===== config.mk =====
export PLATFORM = sky130hd
export DESIGN_NAME = dht11_poller
export DESIGN_NICKNAME = d
export VERILOG_FILES = /design/src/rtl/dht11_poll_pkg.sv /design/src/rtl/dht11_poll_timer.sv /design/src/rtl/dht11_poller.sv
export SDC_FILE = /design/constraint.sdc
export NUM_CORES = 1
export LEC_CHECK = 0
export CAP_MARGIN = 15
export CORE_MARGIN = 5
export CORE_UTILIZATION = 40
export DETAILED_ROUTE_END_ITERATION = 10
export PLACE_DENSITY = 0.8
export SLEW_MARGIN = 25
export SYNTH_ARGS = -nofsm -noshare
export SYNTH_HDL_FRONTEND = slang
export SYNTH_SLANG_ARGS = --single-unit

===== constraint.sdc =====
create_clock -name clock -period 2.06 [get_ports clock]
set_input_delay 0.309 -clock clock [delete_from_list [all_inputs] [get_ports clock]]
set_output_delay 0.309 -clock clock [all_outputs]
set_load 0.01 [all_outputs]

===== src/rtl/dht11_poll_pkg.sv =====
// -----------------------------------------------------------------------------
// dht11_poll_pkg
// Shared definitions for the dht11 poller.
//   - poll_state_e : FSM states, encoded with the values shown on db_estado
//   - TEMP_MAX / UMID_MAX : plausibility limits on the integer part of a reading
//   - cnt_width / rty_width : width helpers for the shared timer and retry count
//   - reading_in_range : plausibility test used when the range check is built in
// -----------------------------------------------------------------------------
package dht11_poll_pkg;

  typedef enum logic [3:0] {
    ST_IDLE    = 4'd0,
    ST_START   = 4'd1,
    ST_WAIT    = 4'd2,
    ST_CAPTURE = 4'd3,
    ST_HOLD    = 4'd4
  } poll_state_e;

  localparam logic [7:0] TEMP_MAX = 8'd50;
  localparam logic [7:0] UMID_MAX = 8'd95;

  // Counter width able to reach (max limit - 1); never narrower than one bit.
  function automatic int cnt_width(input int a, input int b);
    int m;
    int w;
    m = (a > b) ? a : b;
    w = $clog2(m);
    return (w < 1) ? 1 : w;
  endfunction

  // Retry counter width able to hold MAX_RETRIES; never narrower than one bit.
  function automatic int rty_width(input int max_retries);
    int w;
    w = $clog2(max_retries + 1);
    return (w < 1) ? 1 : w;
  endfunction

  // Only the integer byte (bits 15:8) is meaningful for the plausibility test.
  function automatic logic reading_in_range(input logic [15:0] temp,
                                            input logic [15:0] umid);
    return (temp[15:8] <= TEMP_MAX) && (umid[15:8] <= UMID_MAX);
  endfunction

endpackage


===== src/rtl/dht11_poll_timer.sv =====
// -----------------------------------------------------------------------------
// dht11_poll_timer
// Free-running up-counter shared by the WAIT timeout and the HOLD gap.
// Ports:
//   clock, reset  : system clock, synchronous active-low reset
//   i_clear       : force the count to zero (has priority over i_enable)
//   i_enable      : advance the count by one
//   i_limit       : value compared against the count
//   o_count       : current count
//   o_eq          : count equals i_limit
// -----------------------------------------------------------------------------
module dht11_poll_timer #(
  parameter int W = 8
) (
  input  logic         clock,
  input  logic         reset,
  input  logic         i_clear,
  input  logic         i_enable,
  input  logic [W-1:0] i_limit,
  output logic [W-1:0] o_count,
  output logic         o_eq
);

  logic [W-1:0] r_count;

  // Count register: clear wins over enable, otherwise hold.
  always_ff @(posedge clock) begin
    if (!reset) begin
      r_count <= '0;
    end else if (i_clear) begin
      r_count <= '0;
    end else if (i_enable) begin
      r_count <= r_count + W'(1);
    end else begin
      r_count <= r_count;
    end
  end

  assign o_count = r_count;
  assign o_eq    = (r_count == i_limit);

endmodule


===== src/rtl/dht11_poller.sv =====
// -----------------------------------------------------------------------------
// dht11_poller
// Sequencer in front of the dht11 driver: issues one-cycle start pulses
// (periodic while enable is high, or on req), enforces a minimum gap after
// every attempt, times out silent reads, retries failures and keeps the last
// good reading.
//
// Build option: DHT11_POLL_RANGE_CHECK_EN -- when defined, an implausible
// pronto (temp > 50 or umid > 95 in the integer byte) is handled as an error.
//
// Ports:
//   clock, reset           : system clock, synchronous active-low reset
//   enable                 : periodic polling when high
//   req                    : one-cycle manual read request
//   sensor_pronto/_error   : completion / error pulses from the dht11 driver
//   sensor_temp/_umid      : reading presented by the dht11 driver
//   sensor_start           : one-cycle start pulse to the dht11 driver
//   temperatura/umidade    : last good reading
//   valid                  : at least one good read since reset
//   busy                   : START, WAIT or CAPTURE in progress
//   fail                   : retries exhausted; cleared by the next good read
//   db_estado              : state code for a hex display
// -----------------------------------------------------------------------------
module dht11_poller
  import dht11_poll_pkg::*;
#(
  parameter int INTERVAL_CYCLES = 100000000,
  parameter int TIMEOUT_CYCLES  = 2500000,
  parameter int MAX_RETRIES     = 3
) (
  input  logic        clock,
  input  logic        reset,
  input  logic        enable,
  input  logic        req,
  input  logic        sensor_pronto,
  input  logic        sensor_error,
  input  logic [15:0] sensor_temp,
  input  logic [15:0] sensor_umid,
  output logic        sensor_start,
  output logic [15:0] temperatura,
  output logic [15:0] umidade,
  output logic        valid,
  output logic        busy,
  output logic        fail,
  output logic [3:0]  db_estado
);

  localparam int CNT_W = cnt_width(INTERVAL_CYCLES, TIMEOUT_CYCLES);
  localparam int RTY_W = rty_width(MAX_RETRIES);

  localparam logic [CNT_W-1:0] TMO_LIM = CNT_W'(TIMEOUT_CYCLES - 1);
  localparam logic [CNT_W-1:0] INT_LIM = CNT_W'(INTERVAL_CYCLES - 1);
  localparam logic [RTY_W-1:0] RTY_MAX = RTY_W'(MAX_RETRIES);

  poll_state_e      r_state;
  logic [RTY_W-1:0] r_retries;
  logic             r_retry_pending;
  logic             r_pending;
  logic             r_start;
  logic [15:0]      r_temp;
  logic [15:0]      r_umid;
  logic             r_valid;
  logic             r_busy;
  logic             r_fail;

  logic [CNT_W-1:0] w_count;
  logic             w_interval_done;
  logic             w_in_wait;
  logic             w_in_hold;
  logic             w_timeout;
  logic             w_range_ok;
  logic             w_pronto_ok;
  logic             w_attempt_fail;
  logic             w_tmr_en;
  logic             w_tmr_clr;

`ifdef DHT11_POLL_RANGE_CHECK_EN
  assign w_range_ok = reading_in_range(sensor_temp, sensor_umid);
`else
  assign w_range_ok = 1'b1;
`endif

  assign w_in_wait      = (r_state == ST_WAIT);
  assign w_in_hold      = (r_state == ST_HOLD);
  assign w_timeout      = (w_count == TMO_LIM);
  // A good pronto beats any simultaneous error or timeout.
  assign w_pronto_ok    = sensor_pronto & w_range_ok;
  assign w_attempt_fail = sensor_error | (sensor_pronto & ~w_range_ok) | w_timeout;

  // The timer only runs in WAIT/HOLD and is cleared on every exit from them,
  // so it restarts from zero and never wraps.
  assign w_tmr_en  = w_in_wait | w_in_hold;
  assign w_tmr_clr = ~w_tmr_en
                   | (w_in_wait & (w_pronto_ok | w_attempt_fail))
                   | (w_in_hold & w_interval_done);

  dht11_poll_timer #(
    .W (CNT_W)
  ) u_timer (
    .clock    (clock),
    .reset    (reset),
    .i_clear  (w_tmr_clr),
    .i_enable (w_tmr_en),
    .i_limit  (INT_LIM),
    .o_count  (w_count),
    .o_eq     (w_interval_done)
  );

  // Poll sequencer; outputs are registered alongside the state transition.
  always_ff @(posedge clock) begin
    if (!reset) begin
      r_state         <= ST_IDLE;
      r_retries       <= '0;
      r_retry_pending <= 1'b0;
      r_pending       <= 1'b0;
      r_start         <= 1'b0;
      r_temp          <= 16'h0000;
      r_umid          <= 16'h0000;
      r_valid         <= 1'b0;
      r_busy          <= 1'b0;
      r_fail          <= 1'b0;
    end else begin
      r_start <= 1'b0;
      case (r_state)
        ST_IDLE: begin
          if (r_pending || req || r_retry_pending || enable) begin
            r_state   <= ST_START;
            r_start   <= 1'b1;
            r_busy    <= 1'b1;
            r_pending <= 1'b0;
          end else begin
            r_state <= ST_IDLE;
            r_busy  <= 1'b0;
          end
        end
        ST_START: begin
          r_state <= ST_WAIT;
          r_busy  <= 1'b1;
        end
        ST_WAIT: begin
          if (w_pronto_ok) begin
            r_state <= ST_CAPTURE;
            r_busy  <= 1'b1;
          end else if (w_attempt_fail) begin
            r_state <= ST_HOLD;
            r_busy  <= 1'b0;
            if (r_retries < RTY_MAX) begin
              r_retries       <= r_retries + RTY_W'(1);
              r_retry_pending <= 1'b1;
            end else begin
              r_fail          <= 1'b1;
              r_retries       <= '0;
              r_retry_pending <= 1'b0;
            end
          end else begin
            r_state <= ST_WAIT;
            r_busy  <= 1'b1;
          end
        end
        ST_CAPTURE: begin
          // The driver keeps its reading stable here, so sample it now.
          r_temp          <= sensor_temp;
          r_umid          <= sensor_umid;
          r_valid         <= 1'b1;
          r_fail          <= 1'b0;
          r_retries       <= '0;
          r_retry_pending <= 1'b0;
          r_state         <= ST_HOLD;
          r_busy          <= 1'b0;
        end
        ST_HOLD: begin
          // A request during the gap is remembered, never acted on early.
          if (req) begin
            r_pending <= 1'b1;
          end else begin
            r_pending <= r_pending;
          end
          if (w_interval_done) begin
            r_state <= ST_IDLE;
          end else begin
            r_state <= ST_HOLD;
          end
          r_busy <= 1'b0;
        end
        default: begin
          r_state <= ST_IDLE;
          r_busy  <= 1'b0;
        end
      endcase
    end
  end

  assign sensor_start = r_start;
  assign temperatura  = r_temp;
  assign umidade      = r_umid;
  assign valid        = r_valid;
  assign busy         = r_busy;
  assign fail         = r_fail;
  assign db_estado    = r_state;

endmodule


==> flow_metrics.env, run 1 <==
export IMPL_yosys_area_top_type_share_pct=45.98
export IMPL_m1_wire_length_um=3197
export IMPL_dominantRegCellSynth="sky130_fd_sc_hd__dfxtp_1"
export IMPL_post_synth_edffs=0
export IMPL_place_worst_setup_slack_ps=-28.52
export IMPL_pin_count_of_the_biggest_net_entering_global_routing=35
export IMPL_skew_ps=11.66
export IMPL_leakage_nw=1.444
export IMPL_timing_critical_path_max_delay_family="simple AND/OR/NAND/NOR gates"
export IMPL_grt_remaining_overflow=0
export IMPL_htree_num_levels=3
export IMPL_drv_cap=0
export IMPL_final_common_cell="sky130_fd_sc_hd__nand2_1"
export IMPL_final_fill_count=629
export IMPL_dp_cells=516
export IMPL_detailroute_via_count=2633
export IMPL_clk_lat_worst_skew_ps=340
export IMPL_finish_cell_count_without_fillers=535
export IMPL_first_global_vias=2545
export IMPL_postLayoutCellArea_um2=4235
export IMPL_count_of_endpoints_failing_setup_in_the_final_report=0
export IMPL_dieArea_um2=9465
export IMPL_fin_util_pct=57.77
export IMPL_fin_hold_ws_ps=461.0
export IMPL_cts_hold_buffers=0
export IMPL_power_density_cell_area_nw_per_um2=717.6
export IMPL_area_growth_pct=38.96
export IMPL_met3WireLength_um=316
export IMPL_cp_cell_sequence="or4_4, nor4_4, a32o_2, a21o_1, buf_12, nor2_1"
export IMPL_drc_errors=0
export IMPL_run_status="finished clean"
export IMPL_worst_path_largest_cell_delay_ps=520
export IMPL_detail_route_iter0_violations=133
export IMPL_grt_usage_pct=15.39
export IMPL_cp_start_kind="flop"
export IMPL_synth_ff_latch_count=70
export IMPL_detailedPlacementHpwl_um=5111
export IMPL_max_layer_used="met4"
export IMPL_yosysWarningCount=0
export IMPL_synth_cell_area_um2=3048
export IMPL_fin_ws_ps=135.4
export IMPL_cp_buffers_inverters=1
export IMPL_start_util_pct=41.58
export IMPL_layout_common_cells="80 x sky130_fd_sc_hd__nand2_1, 76 x sky130_fd_sc_hd__clkdlybuf4s50_1, 66 x sky130_fd_sc_hd__dfxtp_1, 33 x sky130_fd_sc_hd__nor2_1, 32 x sky130_fd_sc_hd__a21boi_0"
export IMPL_timing_final_crit_share_pct=93.43
export IMPL_timing_critical_path_slowest_stage_cell="sky130_fd_sc_hd__or4_4"
export IMPL_finish_net_count=471
export IMPL_numClockSinks=70
export IMPL_worst_hold_path_type="reg2reg"
export IMPL_met2WireLength_um=3425
export IMPL_postSynthCellCount=349
export IMPL_gp_routability_congestion=0.7731
export IMPL_synth_lib_cells_used_distinct=47
export IMPL_grt_setup_unrepaired="no"
export IMPL_timing_critical_path_arrival_ps=2150
export IMPL_port_buffers=76
export IMPL_synth_fp_nets=389
export IMPL_drt_pass1_iterations=4
export IMPL_cp_end_kind="flop"
export IMPL_grt_first_pass_wirelength_um=12010
export IMPL_post_synth_cell_area_avg_um2=8.733
export IMPL_synth_seq_area_share_pct=45.98
export IMPL_wl_per_cell_um=13.36
export IMPL_clock_path_buffers=2
export IMPL_cp_max_fo=27
export IMPL_hold_violation_total_from_the_final_report=0
export IMPL_num_antenna_cells=0
export IMPL_core_area_um2=7331
export IMPL_drtAntennaViolNets=0
export IMPL_netlist_top_cells_area="sky130_fd_sc_hd__dfxtp_1 46%, sky130_fd_sc_hd__nand2_1 9.9%, sky130_fd_sc_hd__a21boi_0 7.9%, sky130_fd_sc_hd__xor2_1 6.0%, sky130_fd_sc_hd__nor2_1 4.1%"
export IMPL_synth_top_cell_by_area="sky130_fd_sc_hd__dfxtp_1"
export IMPL_critPathRequiredTime_ps=2290
export IMPL_ctsRootBufferMaster="sky130_fd_sc_hd__clkbuf_8"
export IMPL_dieWidth_um=97.29
export IMPL_post_route_cells_drive_above_1_share_pct=11.01
export IMPL_dieHeight_um=97.29
export IMPL_synth_async_sr_flop_share_pct=0
export IMPL_timing_final_max_slew_violations=0
export IMPL_routed_wirelength_um=7150
export IMPL_achievable_frequency_mhz=519.6
export IMPL_cts_buffers=9
export IMPL_place_area_um2=3959
export IMPL_io_pin_count=78
export IMPL_period_minus_slack_ps=1925
export IMPL_grt_antenna_before_repair=0
export IMPL_cts_tree="yes"
export IMPL_worst_setup_path_type="reg2reg"
export IMPL_worst_setup_hold_path_clk_slew_ps=70
export IMPL_num_rows=31
export IMPL_ir_drop_uv=476.1
export IMPL_drt_vias_per_instance=4.921
==> routing by layer <==
metal | up-vias | global-route usage [%]
li1 | 1341 | -
met1 | 1211 | 19.00
met2 | 66 | 25.00
met3 | 15 | 3.805
met4 | 0 | 7.561
met5 | - | 0
==> flip-flops by register name (all words and copies together), names as in the netlist <==
signal           count
r_retries            2
u_timer.o_count     27
sensor_start         1
valid                1
busy                 1
temperatura         16
db_estado            3
umidade             16
r_retry_pending      1
fail                 1
r_pending            1
==> where the power goes <==
part | total, mW | internal, mW | leakage (nW) | switching (mW)
Sequential | 1.43 | 1.39 | 0.568 | 0.0366
Combinational | 0.383 | 0.214 | 0.762 | 0.169
Clock | 1.23 | 0.717 | 0.113 | 0.509
==> final cells by class <==
cell class | instances | area, µm² | area share (%)
clock inverters | 5 | 82.58 | 1.950
flip-flops and latches | 70 | 1411 | 33.32
well taps | 99 | 123.9 | 2.925
multi-input cells | 257 | 1567 | 36.99
inverters | 1 | 3.754 | 0.08863
repair buffers | 92 | 905.9 | 21.39
clock buffers | 11 | 141.4 | 3.338
==> repair_timing <==
item                       in CTS  in global routing
buffers inserted                1                  2
setup endpoints to repair       3                  4
gates resized for setup         1                  9
pin swaps                       1                  5
==> path summary, 6_finish.rpt <==
path / start / endpoint / slack, ps / depth (start not counted)
max: u_timer.o_count[14]$_SDFFE_PP0P_ / u_timer.o_count[6]$_SDFFE_PP0P_ / 140 / 6
min: umidade[1]$_SDFFE_PN0N_ / umidade[1]$_SDFFE_PN0N_ / 460 / 2
max reg2reg: u_timer.o_count[14]$_SDFFE_PP0P_ / u_timer.o_count[6]$_SDFFE_PP0P_ / 140 / 6
min reg2reg: umidade[1]$_SDFFE_PN0N_ / umidade[1]$_SDFFE_PN0N_ / 460 / 2
==> worst reg2reg max path: stages, from the launching register on <==
cell	delay [ps]
sky130_fd_sc_hd__dfxtp_4	360
sky130_fd_sc_hd__or4_4	520
sky130_fd_sc_hd__nor4_4	350
sky130_fd_sc_hd__a32o_2	180
sky130_fd_sc_hd__a21o_1	150
sky130_fd_sc_hd__buf_12	180
sky130_fd_sc_hd__nor2_1	70
==> through the flow <==
| step | total power, mW | setup TNS, ps |
|---|---|---|
| final | 3.039 | 0 |
| after global routing | 3.173 | 0 |
| after CTS | 3.084 | 0 |
| after detailed placement | 1.845 | -58.45 |
| after global placement | 1.839 | 0 |
| after floorplan | 1.646 | 0 |
==> cell families (layout without fill, tap and decap cells) <==
family	Yosys count	count (layout)	share of synthesized area, %
compound gates	54	54	12.77
xor+xnor	25	25	7.431
fa+ha+maj	2	2	0.8209
buf+inv	22	109	3.284
flops	70	70	45.98
mux	3	3	0.9853
other cells	1	1	0.1230
simple gates	172	172	28.61
==> cell usage after synthesis (2+ instances only) <==
| cell | number |
|---|---|
| sky130_fd_sc_hd__nand2_1 | 80 |
| sky130_fd_sc_hd__dfxtp_1 | 70 |
| sky130_fd_sc_hd__nor2_1 | 33 |
| sky130_fd_sc_hd__a21boi_0 | 32 |
| sky130_fd_sc_hd__xor2_1 | 21 |
| sky130_fd_sc_hd__clkbuf_1 | 15 |
| sky130_fd_sc_hd__nand3_1 | 13 |
| sky130_fd_sc_hd__nand4_1 | 10 |
| sky130_fd_sc_hd__nand2b_1 | 7 |
| sky130_fd_sc_hd__a21oi_1 | 5 |
| sky130_fd_sc_hd__o21ai_0 | 5 |
| sky130_fd_sc_hd__buf_4 | 4 |
| sky130_fd_sc_hd__and2_1 | 3 |
| sky130_fd_sc_hd__and3_1 | 3 |
| sky130_fd_sc_hd__mux2i_1 | 3 |
| sky130_fd_sc_hd__xnor2_1 | 3 |
| sky130_fd_sc_hd__buf_2 | 2 |
| sky130_fd_sc_hd__ha_1 | 2 |
| sky130_fd_sc_hd__nor2b_1 | 2 |
| sky130_fd_sc_hd__nor4_1 | 2 |
| sky130_fd_sc_hd__nor4_4 | 2 |
| sky130_fd_sc_hd__nor4b_1 | 2 |
| sky130_fd_sc_hd__o21a_1 | 2 |
| sky130_fd_sc_hd__o31ai_1 | 2 |
| sky130_fd_sc_hd__or3_1 | 2 |
| sky130_fd_sc_hd__or4_4 | 2 |
| sky130_fd_sc_hd__or4bb_1 | 2 |
No activity file was read; power rests on OpenSTA's default activity.
==> run 2: changes to the inputs <==
--- a/config.mk
+++ b/config.mk
@@ -5,11 +5,12 @@
 export SDC_FILE = /design/constraint.sdc
 export NUM_CORES = 1
 export LEC_CHECK = 0
+export ABC_AREA = 1
 export CAP_MARGIN = 15
 export CORE_MARGIN = 5
 export CORE_UTILIZATION = 40
 export DETAILED_ROUTE_END_ITERATION = 10
-export PLACE_DENSITY = 0.8
+export PLACE_DENSITY = 0.79
 export SLEW_MARGIN = 25
 export SYNTH_ARGS = -nofsm -noshare
 export SYNTH_HDL_FRONTEND = slang
==> run 2 against run 1 <==
Against the previous run: fmax rose by 4.1%; via count rose by 22%; routed wire length rose by 14%; non-clock buffer count fell by 11; die area rose by 7.4%; critical path depth rose by 4; sequential power rose by 3%; cell area rose by 1.9%; largest cell class unchanged; largest power group unchanged.
==> flow_metrics.env, run 2 <==
export IMPL_layout_common_cells="146 x sky130_fd_sc_hd__nor2_1, 91 x sky130_fd_sc_hd__nand2_1, 76 x sky130_fd_sc_hd__clkdlybuf4s50_1, 69 x sky130_fd_sc_hd__dfxtp_1, 43 x sky130_fd_sc_hd__inv_1"
export IMPL_dieArea_um2=10160
export IMPL_critPathRequiredTime_ps=2290
export IMPL_area_growth_pct=30.75
export IMPL_yosys_area_top_type_share_pct=42.47
export IMPL_postSynthCellCount=484
export IMPL_run_status="finished clean"
export IMPL_synth_cells_most_frequent="146 x sky130_fd_sc_hd__nor2_1, 91 x sky130_fd_sc_hd__nand2_1, 70 x sky130_fd_sc_hd__dfxtp_1, 43 x sky130_fd_sc_hd__inv_1, 35 x sky130_fd_sc_hd__o21ai_0"
export IMPL_timing_critical_path_arrival_ps=2080
export IMPL_cts_buffers=9
export IMPL_power_density_cell_area_nw_per_um2=722.0
export IMPL_port_buffers=76
export IMPL_timing_final_crit_share_pct=89.77
export IMPL_synth_fp_nets=524
export IMPL_gp_routability_congestion=0.8815
export IMPL_finish_cell_count_without_fillers=671
export IMPL_start_util_pct=40.56
export IMPL_cp_end_kind="flop"
export IMPL_finish_net_count=601
export IMPL_drt_pass1_iterations=4
export IMPL_met1_usage_pct=18.62
export IMPL_yosysWarningCount=0
export IMPL_clk_lat_worst_skew_ps=360
export IMPL_dieHeight_um=100.8
export IMPL_core_area_um2=8134
export IMPL_ctsRootBufferMaster="sky130_fd_sc_hd__clkbuf_8"
export IMPL_fin_ws_ps=210.7
export IMPL_final_common_cell="sky130_fd_sc_hd__nor2_1"
export IMPL_post_synth_edffs=0
export IMPL_first_global_vias=3058
export IMPL_worst_r2r_setup_slack_ps=210
export IMPL_synth_top_cell_by_area="sky130_fd_sc_hd__dfxtp_1"
export IMPL_drc_errors=0
export IMPL_synth_ff_latch_count=70
export IMPL_post_route_cells_drive_above_1_share_pct=6.184
export IMPL_cp_start_kind="flop"
export IMPL_post_synth_cell_area_avg_um2=6.817
export IMPL_most_heavily_used_metal_layer_in_global_routing="met2"
export IMPL_dominantRegCellSynth="sky130_fd_sc_hd__dfxtp_1"
export IMPL_grt_remaining_overflow=0
export IMPL_worst_setup_hold_path_clk_slew_ps=80
export IMPL_grt_antenna_before_repair=0
export IMPL_pin_count_of_the_biggest_net_entering_global_routing=37
export IMPL_grt_usage_pct=16.29
export IMPL_detailroute_via_count=3216
export IMPL_num_rows=33
export IMPL_timing_final_max_slew_violations=0
export IMPL_count_of_endpoints_failing_setup_in_the_final_report=0
export IMPL_detail_route_iter0_violations=89
export IMPL_fin_hold_ws_ps=454.2
export IMPL_io_pin_count=78
export IMPL_wl_per_cell_um=12.17
export IMPL_max_reg_flops=27
export IMPL_netlist_top_cells_area="sky130_fd_sc_hd__dfxtp_1 42%, sky130_fd_sc_hd__nor2_1 17%, sky130_fd_sc_hd__nand2_1 10%, sky130_fd_sc_hd__o21ai_0 5.3%, sky130_fd_sc_hd__inv_1 4.9%"
export IMPL_synth_seq_area_share_pct=42.47
export IMPL_detailedPlacementHpwl_um=6080
export IMPL_drv_cap=0
export IMPL_grt_first_pass_wirelength_um=13350
export IMPL_clock_path_buffers=2
export IMPL_worst_hold_path_type="reg2reg"
export IMPL_achievable_frequency_mhz=540.7
export IMPL_dieWidth_um=100.8
export IMPL_synth_lib_cells_used_distinct=31
export IMPL_num_antenna_cells=0
export IMPL_cp_max_fo=27
export IMPL_htree_num_levels=3
export IMPL_most_numerous_cell_in_the_yosys_netlist="sky130_fd_sc_hd__nor2_1"
export IMPL_drt_vias_per_instance=4.793
export IMPL_timing_setup_tns_ps=0
export IMPL_worst_setup_path_type="reg2reg"
export IMPL_period_minus_slack_ps=1849
export IMPL_drtAntennaViolNets=0
export IMPL_fin_util_pct=53.04
export IMPL_dp_cells=655
export IMPL_grt_setup_unrepaired="no"
export IMPL_routed_wirelength_um=8163
export IMPL_globalRouteMet2Util_pct=26.18
export IMPL_skew_ps=11.88
export IMPL_grtUsageMet3_pct=7.474
export IMPL_ir_drop_uv=397.1
export IMPL_leakage_nw=1.610
export IMPL_cts_tree="yes"
export IMPL_synth_cell_area_um2=3299
export IMPL_synth_async_sr_flop_share_pct=0
export IMPL_cts_hold_buffers=0
export IMPL_numClockSinks=70
export IMPL_hold_violation_total_from_the_final_report=0
export IMPL_cts_repair_timing_setup_buffer_count=0
export IMPL_place_worst_setup_slack_ps=171.1
## run 2: final timing paths
check,start,end,cells past startpoint
min reg2reg,fail$_SDFFE_PN0P_,fail$_SDFFE_PN0P_,2
max,u_timer.o_count[1]$_SDFFE_PP0P_,u_timer.o_count[24]$_SDFFE_PP0P_,10
min,fail$_SDFFE_PN0P_,fail$_SDFFE_PN0P_,2
max reg2reg,u_timer.o_count[1]$_SDFFE_PP0P_,u_timer.o_count[24]$_SDFFE_PP0P_,10
## run 2: routing by layer
layer | routed length, µm | vias to the layer above
li1 | - | 1665
met1 | 3455 | 1448
met2 | 3769 | 91
met3 | 783 | 12
met4 | 154 | 0
met5 | 0 | -
## run 2: area by class of cell
type	count	area, µm²
Clock buffer	9	123.9
Clock inverter	7	62.56
Fill cell	761	3820
Inverter	45	168.9
Multi-Input combinational cell	354	1627
Sequential cell	70	1403
Tap cell	105	131.4
Timing Repair Buffer	81	798.3
## run 2: cell families (layout without fill, tap and decap cells)
group / Yosys count / count (layout) / share of synthesized area [%]
fa+ha+maj: 2 / 2 / 0.7583
simple gates: 285 / 285 / 36.44
other cells: 1 / 1 / 0.1137
buf+inv: 60 / 142 / 8.228
xor+xnor: 17 / 17 / 4.513
flops: 70 / 70 / 42.47
compound gates: 49 / 49 / 7.471
## run 2: power by group
group	total, mW	switching (mW)	leakage (nW)	internal [mW]
Sequential	1.48	0.0483	0.567	1.44
Clock	1.06	0.599	0.0931	0.464
Combinational	0.568	0.293	0.950	0.276
Total	3.11	0.940	1.61	2.18
## run 2: worst max-delay path: stages, from the launching register on
cell,delay (ps)
sky130_fd_sc_hd__dfxtp_1,390
sky130_fd_sc_hd__ha_1,220
sky130_fd_sc_hd__nand2_2,110
sky130_fd_sc_hd__nor2_4,150
sky130_fd_sc_hd__nand3_1,90
sky130_fd_sc_hd__nor2_1,100
sky130_fd_sc_hd__nand2_1,90
sky130_fd_sc_hd__nand2_2,100
sky130_fd_sc_hd__nand2_1,90
sky130_fd_sc_hd__nand4_4,300
sky130_fd_sc_hd__nor2_1,90
## run 2: stage by stage
stage	area [µm²]	power [mW]
2_1_floorplan	3299	1.806
3_3_place_gp	4126	2.070
3_5_place_dp	4126	2.084
4_1_cts	4313	3.162
5_1_grt	4314	3.281
6_report	4314	3.115
## run 2: repair_timing
item	CTS	global route
hold endpoints to repair	0	0
resized for setup	0	1
endpoints found under the setup margin	0	2
==> run 3: changes to the inputs <==
--- a/config.mk
+++ b/config.mk
@@ -8,9 +8,9 @@
 export ABC_AREA = 1
 export CAP_MARGIN = 15
 export CORE_MARGIN = 5
-export CORE_UTILIZATION = 40
+export CORE_UTILIZATION = 45
 export DETAILED_ROUTE_END_ITERATION = 10
-export PLACE_DENSITY = 0.79
+export PLACE_DENSITY = 0.86
 export SLEW_MARGIN = 25
 export SYNTH_ARGS = -nofsm -noshare
 export SYNTH_HDL_FRONTEND = slang
==> run 3 against run 2 <==
Against the previous run: sequential power about the same; power up 6.3%; sequential share of layout area down 0.21 points; die area down 10%; final cell count down 1.0%; fmax about the same; combinational power down 0.9%; cell area up 0.64%; critical endpoint is now u_timer.o_count[2]$_SDFFE_PP0P_; register-to-register slack about the same; routed wire length up 0.99%; largest cell class unchanged.
==> flow_metrics.env, run 3 (synthesis gave the netlist of run 2 again) <==
export IMPL_run_status="finished clean"
export IMPL_first_global_vias=3209
export IMPL_port_buffers=76
export IMPL_numClockSinks=70
export IMPL_cp_max_fo=27
export IMPL_final_common_cell="sky130_fd_sc_hd__nor2_1"
export IMPL_worst_hold_path_num_cells=2
export IMPL_power_density_cell_area_nw_per_um2=762.9
export IMPL_fin_hold_ws_ps=468.7
export IMPL_worst_setup_hold_path_clk_slew_ps=80
export IMPL_io_pin_count=78
export IMPL_htree_num_levels=3
export IMPL_cp_startpoint="u_timer.o_count[0]$_SDFFE_PP0P_"
export IMPL_holdPathEnd="fail$_SDFFE_PN0P_"
export IMPL_hold_violation_total_from_the_final_report=0
export IMPL_final_fill_count=658
export IMPL_cp_start_kind="flop"
export IMPL_layout_common_cells="146 x sky130_fd_sc_hd__nor2_1, 91 x sky130_fd_sc_hd__nand2_1, 76 x sky130_fd_sc_hd__clkdlybuf4s50_1, 69 x sky130_fd_sc_hd__dfxtp_1, 43 x sky130_fd_sc_hd__inv_1"
export IMPL_grt_first_pass_wirelength_um=13850
export IMPL_critical_path_reg2reg_startpoint="u_timer.o_count[0]$_SDFFE_PP0P_"
export IMPL_timing_final_max_slew_violations=0
export IMPL_detail_route_iter0_violations=189
export IMPL_cp_buffers_inverters=0
export IMPL_wl_per_cell_um=12.42
export IMPL_achievable_frequency_mhz=540.8
export IMPL_leakage_nw=1.620
export IMPL_drt_pass1_iterations=6
export IMPL_cts_hold_buffers=0
export IMPL_multi_input_comb_area_um2=1629
export IMPL_clk_lat_worst_skew_ps=350
export IMPL_skew_ps=11.13
export IMPL_grt_remaining_overflow=0
export IMPL_ir_drop_uv=439.3
export IMPL_core_area_um2=7214
export IMPL_pin_count_of_the_biggest_net_entering_global_routing=36
export IMPL_drc_errors=0
export IMPL_gp_routability_congestion=0.9341
export IMPL_timing_final_crit_share_pct=89.77
export IMPL_worst_r2r_setup_slack_ps=210
export IMPL_drv_cap=0
export IMPL_num_rows=31
export IMPL_timing_setup_tns_ps=0
export IMPL_detailroute_via_count=3234
export IMPL_timing_critical_path_arrival_ps=2070
export IMPL_final_seq_area_um2=1403
export IMPL_dieWidth_um=95.63
export IMPL_ctsRootBufferMaster="sky130_fd_sc_hd__clkbuf_8"
export IMPL_cp_end_kind="flop"
export IMPL_routed_wirelength_um=8244
export IMPL_grt_antenna_before_repair=0
export IMPL_critPathRequiredTime_ps=2280
export IMPL_detailedPlacementHpwl_um=6128
export IMPL_start_util_pct=45.73
export IMPL_fin_util_pct=60.18
export IMPL_cts_tree="yes"
export IMPL_dieHeight_um=95.63
export IMPL_clock_path_buffers=2
export IMPL_dieArea_um2=9144
export IMPL_worst_setup_path_type="reg2reg"
export IMPL_period_minus_slack_ps=1849
export IMPL_num_antenna_cells=0
export IMPL_worst_path_largest_cell_delay_ps=400
export IMPL_grt_usage_pct=19.34
export IMPL_area_growth_pct=31.59
export IMPL_finish_net_count=600
export IMPL_count_of_endpoints_failing_setup_in_the_final_report=0
export IMPL_timing_critical_path_slowest_stage_cell="sky130_fd_sc_hd__dfxtp_1"
export IMPL_drtAntennaViolNets=0
export IMPL_ff2ff_path_depth=8
export IMPL_worst_hold_path_type="reg2reg"
export IMPL_grt_setup_unrepaired="no"
export IMPL_cts_buffers=9
export IMPL_post_route_cells_drive_above_1_share_pct=6.195
export IMPL_timing_critical_path_max_delay_family="simple AND/OR/NAND/NOR gates"
export IMPL_worst_r2r_end="u_timer.o_count[2]$_SDFFE_PP0P_"
export IMPL_drt_vias_per_instance=4.870
export IMPL_hold_path_startpoint="fail$_SDFFE_PN0P_"
export IMPL_critical_path_top_cell_by_count="sky130_fd_sc_hd__nor2_1"
export IMPL_max_reg_flops=27
export IMPL_cp_cell_sequence="ha_2, nand2_2, nor2_4, nand2_1, nor2_1, nand3_1, nand4_4, nor2_1"
[run 3: cell count changes in the layout (fill, tap and decap cells not counted), sizes merged]
| cell | previous run | this run |
|---|---|---|
| buf | 5 | 4 |
| inv | 49 | 48 |
| clkinv | 2 | 1 |
| bufinv | 0 | 2 |
[run 3: stage by stage]
stage	area, µm²	setup WS, ps	power [mW]	cells
after floorplan	3299	490.8	1.806	484
final	4342	210.8	3.312	664
after detailed placement	4111	209.0	2.077	648
after global routing	4342	2.484	3.483	664
after global placement	4111	262.0	2.061	648
after CTS	4338	177.0	3.354	664
[run 3: worst register-to-register path: cells and delay by family, from the launching register on]
family                     cells  cell delay, ps
adders and majority gates      1             220
and+or+nand+nor                7            1100
DFF                            1             400
[run 3: worst max-delay path by stage]
stage	slack (ps)	depth (start not counted)	endpoint
after global routing	2	10	u_timer.o_count[2]$_SDFFE_PP0P_
after floorplan	490	11	u_timer.o_count[8]$_SDFFE_PP0P_
after CTS	180	8	u_timer.o_count[2]$_SDFFE_PP0P_
after global placement	260	8	u_timer.o_count[24]$_SDFFE_PP0P_
after detailed placement	210	8	u_timer.o_count[19]$_SDFFE_PP0P_
final	210	8	u_timer.o_count[2]$_SDFFE_PP0P_
[run 3: final cells by class]
| type | count | area share (%) |
|---|---|---|
| inverters | 45 | 3.890 |
| clock buffers | 9 | 2.853 |
| clock inverters | 7 | 2.363 |
| repair buffers | 80 | 18.21 |
| multi-input cells | 354 | 37.52 |
| well taps | 99 | 2.853 |
| flip-flops and latches | 70 | 32.31 |
[run 3: per-layer routing]
metal | up-vias | GRT usage, % | wire (µm)
li1 | 1653 | - | -
met1 | 1464 | 22.23 | 3348
met2 | 103 | 30.57 | 3930
met3 | 14 | 9.077 | 839
met4 | 0 | 8.531 | 126
met5 | - | 0 | 0
[run 3: repair_timing]
item,CTS,global route
buffers inserted,0,0
resized for setup,0,2
setup endpoints to repair,0,5
[run 3: report_power, final]
part,switching (mW),internal [mW],total [mW]
combinational,0.293,0.270,0.563
clock,0.565,0.698,1.26
sequential,0.0500,1.44,1.49
total,0.908,2.40,3.31
